**src/rtl/vtg_pkg.sv**
```systemverilog
// vtg_pkg: shared constants and types for the video timing generator.
// - CoordW / CoordMax : counter and coordinate width, largest supported total
// - vtg_timing_t      : one complete raster timing set
// - Timing640x480     : 640x480@60 (the generator defaults)
// - Timing1280x720    : 1280x720@60, positive sync polarity
// - rgb_t, bar_colour : 8-entry colour bar table used by the optional pattern
package vtg_pkg;

    localparam int unsigned CoordW   = 12;
    localparam int unsigned CoordMax = 1 << CoordW;
    localparam int unsigned NumBars  = 8;

    typedef struct packed {
        int unsigned h_active;
        int unsigned h_fp;
        int unsigned h_sync;
        int unsigned h_bp;
        int unsigned v_active;
        int unsigned v_fp;
        int unsigned v_sync;
        int unsigned v_bp;
        bit          h_pol;
        bit          v_pol;
    } vtg_timing_t;

    localparam vtg_timing_t Timing640x480 = '{
        h_active: 640, h_fp: 16, h_sync: 96, h_bp: 48,
        v_active: 480, v_fp: 10, v_sync: 2,  v_bp: 33,
        h_pol: 1'b0,   v_pol: 1'b0
    };

    localparam vtg_timing_t Timing1280x720 = '{
        h_active: 1280, h_fp: 110, h_sync: 40, h_bp: 220,
        v_active: 720,  v_fp: 5,   v_sync: 5,  v_bp: 20,
        h_pol: 1'b1,    v_pol: 1'b1
    };

    typedef struct packed {
        logic [7:0] red;
        logic [7:0] green;
        logic [7:0] blue;
    } rgb_t;

    // Bar order left to right: white, yellow, cyan, green, magenta, red, blue, black.
    function automatic rgb_t bar_colour(input logic [2:0] idx);
        rgb_t c;
        case (idx)
            3'd0:    c = '{red: 8'hFF, green: 8'hFF, blue: 8'hFF};
            3'd1:    c = '{red: 8'hFF, green: 8'hFF, blue: 8'h00};
            3'd2:    c = '{red: 8'h00, green: 8'hFF, blue: 8'hFF};
            3'd3:    c = '{red: 8'h00, green: 8'hFF, blue: 8'h00};
            3'd4:    c = '{red: 8'hFF, green: 8'h00, blue: 8'hFF};
            3'd5:    c = '{red: 8'hFF, green: 8'h00, blue: 8'h00};
            3'd6:    c = '{red: 8'h00, green: 8'h00, blue: 8'hFF};
            default: c = '{red: 8'h00, green: 8'h00, blue: 8'h00};
        endcase
        return c;
    endfunction

endpackage

```
**src/rtl/video_timing_gen_if.sv**
```systemverilog
// video_timing_gen_if: raster timing bundle between the generator and the TMDS encoders.
// - i_en                      : advance enable into the generator
// - o_de, o_hsync, o_vsync    : data enable and syncs
// - o_ctrl                    : {o_vsync, o_hsync}, blue-channel control
// - o_x, o_y                  : position of the current output
// - o_line_start, o_frame_start : single-cycle position markers
// - o_red, o_green, o_blue    : 8-bit channel data
// Modports: master = generator side, slave = consumer side.
interface video_timing_gen_if;
    import vtg_pkg::*;

    logic              i_en;
    logic              o_de;
    logic              o_hsync;
    logic              o_vsync;
    logic [1:0]        o_ctrl;
    logic [CoordW-1:0] o_x;
    logic [CoordW-1:0] o_y;
    logic              o_line_start;
    logic              o_frame_start;
    logic [7:0]        o_red;
    logic [7:0]        o_green;
    logic [7:0]        o_blue;

    modport master (
        input  i_en,
        output o_de, o_hsync, o_vsync, o_ctrl, o_x, o_y,
        output o_line_start, o_frame_start, o_red, o_green, o_blue
    );

    modport slave (
        output i_en,
        input  o_de, o_hsync, o_vsync, o_ctrl, o_x, o_y,
        input  o_line_start, o_frame_start, o_red, o_green, o_blue
    );

endinterface

```
**src/rtl/vtg_counter.sv**
```systemverilog
// vtg_counter: enabled up-counter that wraps from MAX back to 0.
// - i_clk, i_rst : clock, synchronous active-high reset
// - en           : advance this cycle
// - count        : current value
// - wrap         : high when this cycle's advance wraps MAX -> 0
module vtg_counter #(
    parameter int unsigned MAX   = 799,
    parameter int unsigned WIDTH = 12
) (
    input  logic             i_clk,
    input  logic             i_rst,
    input  logic             en,
    output logic [WIDTH-1:0] count,
    output logic             wrap
);

    localparam logic [WIDTH-1:0] MaxVal = WIDTH'(MAX);

    logic at_max;

    assign at_max = (count == MaxVal);
    assign wrap   = en && at_max;

    always_ff @(posedge i_clk) begin
        if (i_rst) begin
            count <= '0;
        end else if (en) begin
            count <= at_max ? '0 : count + 1'b1;
        end
    end

endmodule

```
**src/rtl/video_timing_gen.sv**
```systemverilog
// video_timing_gen: raster timing for the DVI/HDMI transmit path.
// Ports:
// - i_clk : pixel clock
// - i_rst : synchronous reset, active-high, priority over enable
// - vid   : video_timing_gen_if.master (enable in; de, syncs, ctrl, x/y, start pulses, RGB out)
// All outputs are registered and reflect the counter position of the previous enabled cycle.
// Optional feature: define VTG_PATTERN_EN for 8 vertical colour bars on the RGB outputs;
// otherwise the RGB outputs are tied to zero.
module video_timing_gen
    import vtg_pkg::*;
#(
    parameter int unsigned H_ACTIVE = Timing640x480.h_active,
    parameter int unsigned H_FP     = Timing640x480.h_fp,
    parameter int unsigned H_SYNC   = Timing640x480.h_sync,
    parameter int unsigned H_BP     = Timing640x480.h_bp,
    parameter int unsigned V_ACTIVE = Timing640x480.v_active,
    parameter int unsigned V_FP     = Timing640x480.v_fp,
    parameter int unsigned V_SYNC   = Timing640x480.v_sync,
    parameter int unsigned V_BP     = Timing640x480.v_bp,
    parameter bit          H_POL    = Timing640x480.h_pol,
    parameter bit          V_POL    = Timing640x480.v_pol
) (
    input  logic               i_clk,
    input  logic               i_rst,
    video_timing_gen_if.master vid
);

    localparam int unsigned H_TOTAL    = H_ACTIVE + H_FP + H_SYNC + H_BP;
    localparam int unsigned V_TOTAL    = V_ACTIVE + V_FP + V_SYNC + V_BP;
    localparam int unsigned HSyncStart = H_ACTIVE + H_FP;
    localparam int unsigned HSyncEnd   = H_ACTIVE + H_FP + H_SYNC;
    localparam int unsigned VSyncStart = V_ACTIVE + V_FP;
    localparam int unsigned VSyncEnd   = V_ACTIVE + V_FP + V_SYNC;

    if (H_TOTAL > CoordMax || V_TOTAL > CoordMax) begin : g_size_check
        $error("video_timing_gen: H_TOTAL/V_TOTAL exceed the 12-bit counter range");
    end

    logic [CoordW-1:0] hc;
    logic [CoordW-1:0] vc;
    logic              h_wrap;
    logic              v_wrap;
    logic              v_en;
    logic [31:0]       hc_w;
    logic [31:0]       vc_w;

    logic              de_raw;
    logic              hs_raw;
    logic              vs_raw;
    logic              line_start_raw;

    // High while the counters sit at (0,0); avoids a full-width compare on both counters.
    logic              at_origin_q;

    logic              de_q;
    logic              hsync_q;
    logic              vsync_q;
    logic [CoordW-1:0] x_q;
    logic [CoordW-1:0] y_q;
    logic              line_start_q;
    logic              frame_start_q;

    assign v_en = vid.i_en & h_wrap;

    vtg_counter #(
        .MAX   (H_TOTAL - 1),
        .WIDTH (CoordW)
    ) u_h_counter (
        .i_clk (i_clk),
        .i_rst (i_rst),
        .en    (vid.i_en),
        .count (hc),
        .wrap  (h_wrap)
    );

    vtg_counter #(
        .MAX   (V_TOTAL - 1),
        .WIDTH (CoordW)
    ) u_v_counter (
        .i_clk (i_clk),
        .i_rst (i_rst),
        .en    (v_en),
        .count (vc),
        .wrap  (v_wrap)
    );

    always_comb begin
        hc_w           = 32'(hc);
        vc_w           = 32'(vc);
        de_raw         = (hc_w < H_ACTIVE) && (vc_w < V_ACTIVE);
        hs_raw         = (hc_w >= HSyncStart) && (hc_w < HSyncEnd);
        // Vertical sync follows whole lines, so it depends on vc only.
        vs_raw         = (vc_w >= VSyncStart) && (vc_w < VSyncEnd);
        line_start_raw = (hc == '0);
    end

    always_ff @(posedge i_clk) begin
        if (i_rst) begin
            at_origin_q   <= 1'b1;
            de_q          <= 1'b0;
            hsync_q       <= ~H_POL;
            vsync_q       <= ~V_POL;
            x_q           <= '0;
            y_q           <= '0;
            line_start_q  <= 1'b0;
            frame_start_q <= 1'b0;
        end else if (vid.i_en) begin
            // Any advance leaves the origin unless it is the end-of-frame wrap.
            at_origin_q   <= v_wrap;
            de_q          <= de_raw;
            hsync_q       <= hs_raw ? H_POL : ~H_POL;
            vsync_q       <= vs_raw ? V_POL : ~V_POL;
            x_q           <= hc;
            y_q           <= vc;
            line_start_q  <= line_start_raw;
            frame_start_q <= at_origin_q;
        end
    end

    assign vid.o_de          = de_q;
    assign vid.o_hsync       = hsync_q;
    assign vid.o_vsync       = vsync_q;
    assign vid.o_ctrl        = {vsync_q, hsync_q};
    assign vid.o_x           = x_q;
    assign vid.o_y           = y_q;
    assign vid.o_line_start  = line_start_q;
    assign vid.o_frame_start = frame_start_q;

`ifdef VTG_PATTERN_EN
    logic [2:0] bar_idx;
    rgb_t       rgb_d;
    rgb_t       rgb_q;

    always_comb begin
        // Only meaningful inside the active region, where hc < H_ACTIVE keeps this below 8.
        bar_idx = 3'((hc_w * NumBars) / H_ACTIVE);
        rgb_d   = '0;
        if (de_raw) begin
            rgb_d = bar_colour(bar_idx);
        end
    end

    always_ff @(posedge i_clk) begin
        if (i_rst) begin
            rgb_q <= '0;
        end else if (vid.i_en) begin
            rgb_q <= rgb_d;
        end
    end

    assign vid.o_red   = rgb_q.red;
    assign vid.o_green = rgb_q.green;
    assign vid.o_blue  = rgb_q.blue;
`else
    assign vid.o_red   = '0;
    assign vid.o_green = '0;
    assign vid.o_blue  = '0;
`endif

endmodule
```
**src/flat_wrapper.sv**
```systemverilog
// flat-port wrapper written by rule: the top's interface ports become plain ports
module video_timing_gen_flat import vtg_pkg::*;
#(
    parameter int unsigned H_ACTIVE = Timing640x480.h_active,
    parameter int unsigned H_FP     = Timing640x480.h_fp,
    parameter int unsigned H_SYNC   = Timing640x480.h_sync,
    parameter int unsigned H_BP     = Timing640x480.h_bp,
    parameter int unsigned V_ACTIVE = Timing640x480.v_active,
    parameter int unsigned V_FP     = Timing640x480.v_fp,
    parameter int unsigned V_SYNC   = Timing640x480.v_sync,
    parameter int unsigned V_BP     = Timing640x480.v_bp,
    parameter bit          H_POL    = Timing640x480.h_pol,
    parameter bit          V_POL    = Timing640x480.v_pol
)
  (i_clk, i_rst, vid_i_en, vid_o_de, vid_o_hsync, vid_o_vsync, vid_o_ctrl, vid_o_x, vid_o_y, vid_o_line_start, vid_o_frame_start, vid_o_red, vid_o_green, vid_o_blue);
  video_timing_gen_if vid_i ();
  input  logic i_clk;
  input  logic i_rst;
  input wire logic [$bits(vid_i.i_en)-1:0] vid_i_en;
  output wire logic [$bits(vid_i.o_de)-1:0] vid_o_de;
  output wire logic [$bits(vid_i.o_hsync)-1:0] vid_o_hsync;
  output wire logic [$bits(vid_i.o_vsync)-1:0] vid_o_vsync;
  output wire logic [$bits(vid_i.o_ctrl)-1:0] vid_o_ctrl;
  output wire logic [$bits(vid_i.o_x)-1:0] vid_o_x;
  output wire logic [$bits(vid_i.o_y)-1:0] vid_o_y;
  output wire logic [$bits(vid_i.o_line_start)-1:0] vid_o_line_start;
  output wire logic [$bits(vid_i.o_frame_start)-1:0] vid_o_frame_start;
  output wire logic [$bits(vid_i.o_red)-1:0] vid_o_red;
  output wire logic [$bits(vid_i.o_green)-1:0] vid_o_green;
  output wire logic [$bits(vid_i.o_blue)-1:0] vid_o_blue;
  assign vid_i.i_en = vid_i_en;
  assign vid_o_de = vid_i.o_de;
  assign vid_o_hsync = vid_i.o_hsync;
  assign vid_o_vsync = vid_i.o_vsync;
  assign vid_o_ctrl = vid_i.o_ctrl;
  assign vid_o_x = vid_i.o_x;
  assign vid_o_y = vid_i.o_y;
  assign vid_o_line_start = vid_i.o_line_start;
  assign vid_o_frame_start = vid_i.o_frame_start;
  assign vid_o_red = vid_i.o_red;
  assign vid_o_green = vid_i.o_green;
  assign vid_o_blue = vid_i.o_blue;
  video_timing_gen #(.H_ACTIVE(H_ACTIVE), .H_FP(H_FP), .H_SYNC(H_SYNC), .H_BP(H_BP), .V_ACTIVE(V_ACTIVE), .V_FP(V_FP), .V_SYNC(V_SYNC), .V_BP(V_BP), .H_POL(H_POL), .V_POL(V_POL)) u_core (.i_clk(i_clk), .i_rst(i_rst), .vid(vid_i));
endmodule
```
**config.mk**
```make
export PLATFORM = sky130hd
export DESIGN_NAME = video_timing_gen_flat
export DESIGN_NICKNAME = d
export VERILOG_FILES = /design/src/rtl/vtg_pkg.sv /design/src/rtl/video_timing_gen_if.sv /design/src/rtl/vtg_counter.sv /design/src/rtl/video_timing_gen.sv /design/src/flat_wrapper.sv
export SDC_FILE = /design/constraint.sdc
export NUM_CORES = 1
export LEC_CHECK = 0
export BUFFER_PORTS_ARGS = -buffer_cell sky130_fd_sc_hd__buf_2
export CORE_ASPECT_RATIO = 0.8
export CORE_MARGIN = 2
export CORE_UTILIZATION = 48
export CTS_CLUSTER_SIZE = 8
export DETAILED_ROUTE_END_ITERATION = 10
export GPL_TIMING_DRIVEN = 1
export PLACE_DENSITY = 0.75
export SLEW_MARGIN = 25
export SYNTH_ARGS = -nofsm -noshare
export SYNTH_HDL_FRONTEND = slang
export SYNTH_SLANG_ARGS = --single-unit
```
**constraint.sdc**
```tcl
create_clock -name i_clk -period 1.9 [get_ports i_clk]
set_clock_uncertainty 0.15 [all_clocks]
set_input_delay 0.475 -clock i_clk [delete_from_list [all_inputs] [get_ports i_clk]]
set_output_delay 0.475 -clock i_clk [all_outputs]
set_load 0.005 [all_outputs]
```
Word-level counts from Yosys, hierarchy flattened
Cells that the tools add are included.
Word-level totals
  bits of input ports: 3
  register bits: 54
  output and inout port bits: 55
  logic and storage cells: 31
Operators by class
  bitwise operators: 1
  reduce and logical (&&, ||, !) cells: 6
  multiplexer cells: 4
  equality and inequality tests: 2
  add/subtract/negate cells: 2
  $lt $le $gt $ge: 6
Operators by type and width (number)
  $add A12 B1 Y12 const B: 2
  $eq A12 B10 Y1 const B: 2
  $lt A12 B10 Y1 const B: 2
  $lt A12 B9 Y1 const B: 2
  $mux W12: 2
  $ge A12 B10 Y1 const B: 1
  $ge A12 B9 Y1 const B: 1
  $logic_not A12 Y1: 1
  $logic_and A1 B1 Y1: 5
  $mux W1: 2
  $and A1 B1 Y1: 1

Depth between registers and ports, before layout
  word-level depth: 4
  gate-level depth with buffers: 8
  gate-level depth less buffers: 6

Cells and area by module
A second synthesis with hierarchy kept.
Second synthesis, totals
  cell total of the unflattened synthesis: 270
  area total of the unflattened synthesis: 2548.7 um^2
Modules (own cells, without submodules)
  video_timing_gen: area each 1348.8 um^2, seq. area each 600.6 um^2, times used 1, cells each 138
  vtg_counter at u_core.u_v_counter: area each 643.1 um^2, seq. area each 240.2 um^2, times used 1, cells each 70
  vtg_counter at u_core.u_h_counter: area each 556.8 um^2, seq. area each 240.2 um^2, times used 1, cells each 62

Worst setup path after synthesis
Ideal clock, no wire load.
  path kind: input to register
  from: in vid_i_en
  to: reg u_core.u_v_counter.count[10]
  setup time: 0.070 ns
  data arrival time: 1.822 ns
  required time: 1.680 ns
  slack: -0.143 ns
  buffers on the path: 3
  stages: 7
  path through: buf_2 and4_1 buf_4 nand4b_4 buf_6 or4_1 a21oi_1
Between the ends
  cells in the longest elaborated chain, start to end: 2
RTL lines
  from (decl): RTL line flat_wrapper.sv:19  | input wire logic [$bits(vid_i.i_en)-1:0] vid_i_en;
  $logic_and A1 B1 Y1: RTL line vtg_counter.sv:22  | assign wrap = en && at_max;
  $and A1 B1 Y1 *: RTL line video_timing_gen.sv:63  | assign v_en = vid.i_en & h_wrap;
  to (signal assigned): RTL line vtg_counter.sv:28  | count <= at_max ? '0 : count + 1'b1;
  to (decl): RTL line vtg_counter.sv:13  | output logic [WIDTH-1:0] count,
Mark *: on every way between the ends. The rest lies on a longest branch, timed or not.
A chain may end at the register's enable or synchronous reset.

Worst setup path after layout
  from: reg u_core.u_v_counter.count[4]
  to: reg u_core.u_v_counter.count[11]
Between the ends
  cells in the longest elaborated chain, start to end: 2
  elaborated cells between the ends (all ways): 3
  classes of those cells: 1 x add/sub; 1 x eq/ne; 1 x mux
RTL lines (RTL line)
  $add A12 B1 Y12 or $eq A12 B10 Y1 (tied branches): vtg_counter.sv:28, vtg_counter.sv:21
  $mux W12 *: vtg_counter.sv:28
Marked as above.

==> impl_results.md <==
* Result of the run: finished clean
* Remaining global-route overflow at 0
* Final design area excluding fillers at 3027 µm²
* Sinks on Clock Net at between 50 and 60
* Buffers added on ports at 33
* Number of synthesized register bits at 54
* Average wire per standard cell at roughly 15 µm
* Yosys warning total at 0
* Setup-violating endpoint count in the final report at 0
* Crit path DAT at about 2000 ps
* Final period utilization at just under 100%
* Cell count after synthesis at 281
* Total global-route track usage at 19.57%
* Largest net degree at the start of global routing at 22
* Required time of the critical path at 2000 ps
* Post-Route WL at 6017 µm
* Overall power of the completed layout at around 1900 µW
* Die area at 5893 µm²
* Share of synthesized flip-flops with an asynchronous set or reset at 0%
* Area share of the largest cell type after synthesis at 42.56%
* Ant. Diodes at 0
* Synthesized area per cell at 9.039 µm²
* Initial Util at 50.15%
* Layout Area Growth over Synthesis at 19.16%
* Worst voltage drop across the vdd grid at 0.5225 mV
* Worst-path clk slew at 100 ps
* Boundary Pins at between 50 and 60
* Drt first-iter violations at 253
* Post-synthesis cell area at around 2500 µm²
* Number of antenna violations at the first check in global routing at 0
* Count of antenna-violating nets left after detailed routing at 0
* Area used by multi-input combinational logic at 1351 µm²
* Die X-Extent at 85.33 µm
* Die height at between 60 and 70 µm
* Synth Flop Type: sky130_fd_sc_hd__dfxtp_1
* Top cells by instance count after synthesis: 54 x sky130_fd_sc_hd__dfxtp_1, 38 x sky130_fd_sc_hd__nor2_1, 28 x sky130_fd_sc_hd__buf_4, 25 x sky130_fd_sc_hd__mux2i_1, 16 x sky130_fd_sc_hd__a21oi_1
* Kind of end point of the critical path: flop
* HPWL after detailed placement at 3749 µm
* Final critical delay including setup and external delays at 1887 ps
* Kind of critical path: reg2reg
* Final hold viol count at 0
* Number of core rows at 23
* Standby leakage power at approximately 0.0014 µW
* Worst min path class: reg2reg
* Fraction of layout instances using a drive strength above 1 at 27.16%
* Area of the placeable core at 5065 µm²
* Via-per-instance ratio at 5.451
* H-Tree Level Count at 2
* Overall via count from detail_route at 2164
* TritonCTS Buffers at 5
* Worst-case clock buffer depth at 2
* Type of element launching the critical path: flop
* Peak fanout along the critical path at 7
* Most numerous cell in the Yosys netlist: sky130_fd_sc_hd__dfxtp_1
* Placer's final routability congestion estimate at roughly 0.85
* DR DRC count at 0
* Root cell of the clock tree: sky130_fd_sc_hd__clkbuf_8
* Largest cells by area after synthesis: sky130_fd_sc_hd__dfxtp_1 43%, sky130_fd_sc_hd__mux2i_1 9.9%, sky130_fd_sc_hd__buf_4 8.3%
* CTS tree: done
* Unrepaired setup endpoints after global routing: true
* Detailed Routing Iterations Pass 1 at 4
* Max-capacitance violation count at 0
* Final-stage net count at between 300 and 400
* Via count of the first global-routing pass at 1848
* Fill cell instance count of the final layout at 463
* First-pass GRT wire length at 9315 µm
* Maximum clock frequency at about 0.53 GHz
* Number of enable-type register cells in the synthesized netlist at 0
* Fin. max-slew vios at 0
* Portion of the post-synthesis area used by sequential elements at 42.56%
* Power density over cell area at about 630 nW/µm²
* Top cell type by total area after synthesis: sky130_fd_sc_hd__dfxtp_1
* Skew-Pair Late Insertion Delay at 310 ps
* Post-detailed-placement cell area at between 2000 and 3000 µm²
* Count of unique library cells instantiated by Yosys at 37
* Storage element area at approximately 1100 µm²
worst paths after layout:
kind	start	end	slack (ps)	cells after the start
worst max-delay path	u_core.u_v_counter.count[4]	u_core.u_v_counter.count[11]	10	4
worst min-delay path	u_core.vid.o_de	u_core.vid.o_de	320	2
worst min register to register	u_core.vid.o_de	u_core.vid.o_de	320	2
worst max register to register	u_core.u_v_counter.count[4]	u_core.u_v_counter.count[11]	10	4
registers in the layout, summed over array words and instances (netlist names):
signal                    count
u_core.u_v_counter.count     12
u_core.u_h_counter.count     12
u_core.vid.o_y               12
u_core.vid.o_hsync            1
u_core.vid.o_line_start       1
u_core.vid.o_x               12
u_core.vid.o_frame_start      1
u_core.at_origin_q            1
u_core.vid.o_vsync            1
u_core.vid.o_de               1
critical path: stages (launching register included):
cell                      delay [ps]
sky130_fd_sc_hd__dfxtp_1         470
sky130_fd_sc_hd__and4_1          250
sky130_fd_sc_hd__nand4_1         260
sky130_fd_sc_hd__or4_4           560
sky130_fd_sc_hd__a21oi_2         130
cell usage in the layout (no fill, tap or decap), types with 4 or more instances in the layout:
master / count
sky130_fd_sc_hd__nand2_1: 14
sky130_fd_sc_hd__conb_1: 24
sky130_fd_sc_hd__a21oi_1: 15
sky130_fd_sc_hd__nand4_1: 7
sky130_fd_sc_hd__and4_1: 6
sky130_fd_sc_hd__clkbuf_8: 5
sky130_fd_sc_hd__buf_4: 32
sky130_fd_sc_hd__nor2_1: 38
sky130_fd_sc_hd__nand3_1: 13
sky130_fd_sc_hd__nor3_1: 5
sky130_fd_sc_hd__buf_2: 33
sky130_fd_sc_hd__dfxtp_1: 50
sky130_fd_sc_hd__inv_1: 6
sky130_fd_sc_hd__o31ai_1: 6
sky130_fd_sc_hd__xor2_1: 8
sky130_fd_sc_hd__mux2i_1: 25
sky130_fd_sc_hd__dfxtp_2: 4
sky130_fd_sc_hd__or4_1: 4
cell families after synthesis:
group | count (synthesis) | share of synthesized area (%)
and+or+nand+nor | 108 | 23.30
DFF | 54 | 42.56
buffers and inverters | 49 | 11.77
AOI/OAI and AO/OA | 30 | 6.946
muxes | 25 | 9.852
xor gates and xnor gates | 10 | 3.449
adders and majority gates | 4 | 1.971
other | 1 | 0.1476
layer usage:
metal	track usage (%)	part of all wire (%)	vias up
li1	-	-	1042
met1	29.30	46	998
met2	27.78	44	109
met3	3.234	7.7	15
met4	7.760	2.4	0
met5	0	0	-
cell type report:
type	count	share of cell area, %
Clock buffer	5	2.274
Sequential cell	54	35.88
Timing Repair Buffer	65	13.39
Multi-Input combinational cell	203	44.65
Tap cell	62	2.563
Inverter	6	0.7441
Clock inverter	2	0.4961
power by group:
part	switching, µW	leakage [µW]	total, µW	internal [µW]
logic	69.7	0.000925	114	43.9
clock network	381	0.0000362	633	253
registers	7.08	0.000438	1150	1140
timing repair:
item,CTS,global route
buffers inserted,1,5
endpoints found under the setup margin,16,11
endpoints found under the hold margin,0,0
hold buffers,0,0
resized for setup,6,15
pin swaps,1,8
gates cloned,2,1
stage by stage:
stage	hold slack [ps]	setup slack (ps)	instances	utilization, %	TNS (ps)
finish	319.7	13.48	397	59.76	0
global route	336.4	-45.70	397	59.76	-127.9
CTS	323.5	1.007	391	57.66	0
detailed placement	301.4	-185.8	381	54.89	-1440
global placement	298.0	-122.5	381	54.89	-1052
floorplan	279.8	14.14	304	-	0
Note: power is estimated with default switching activity, not from simulation.
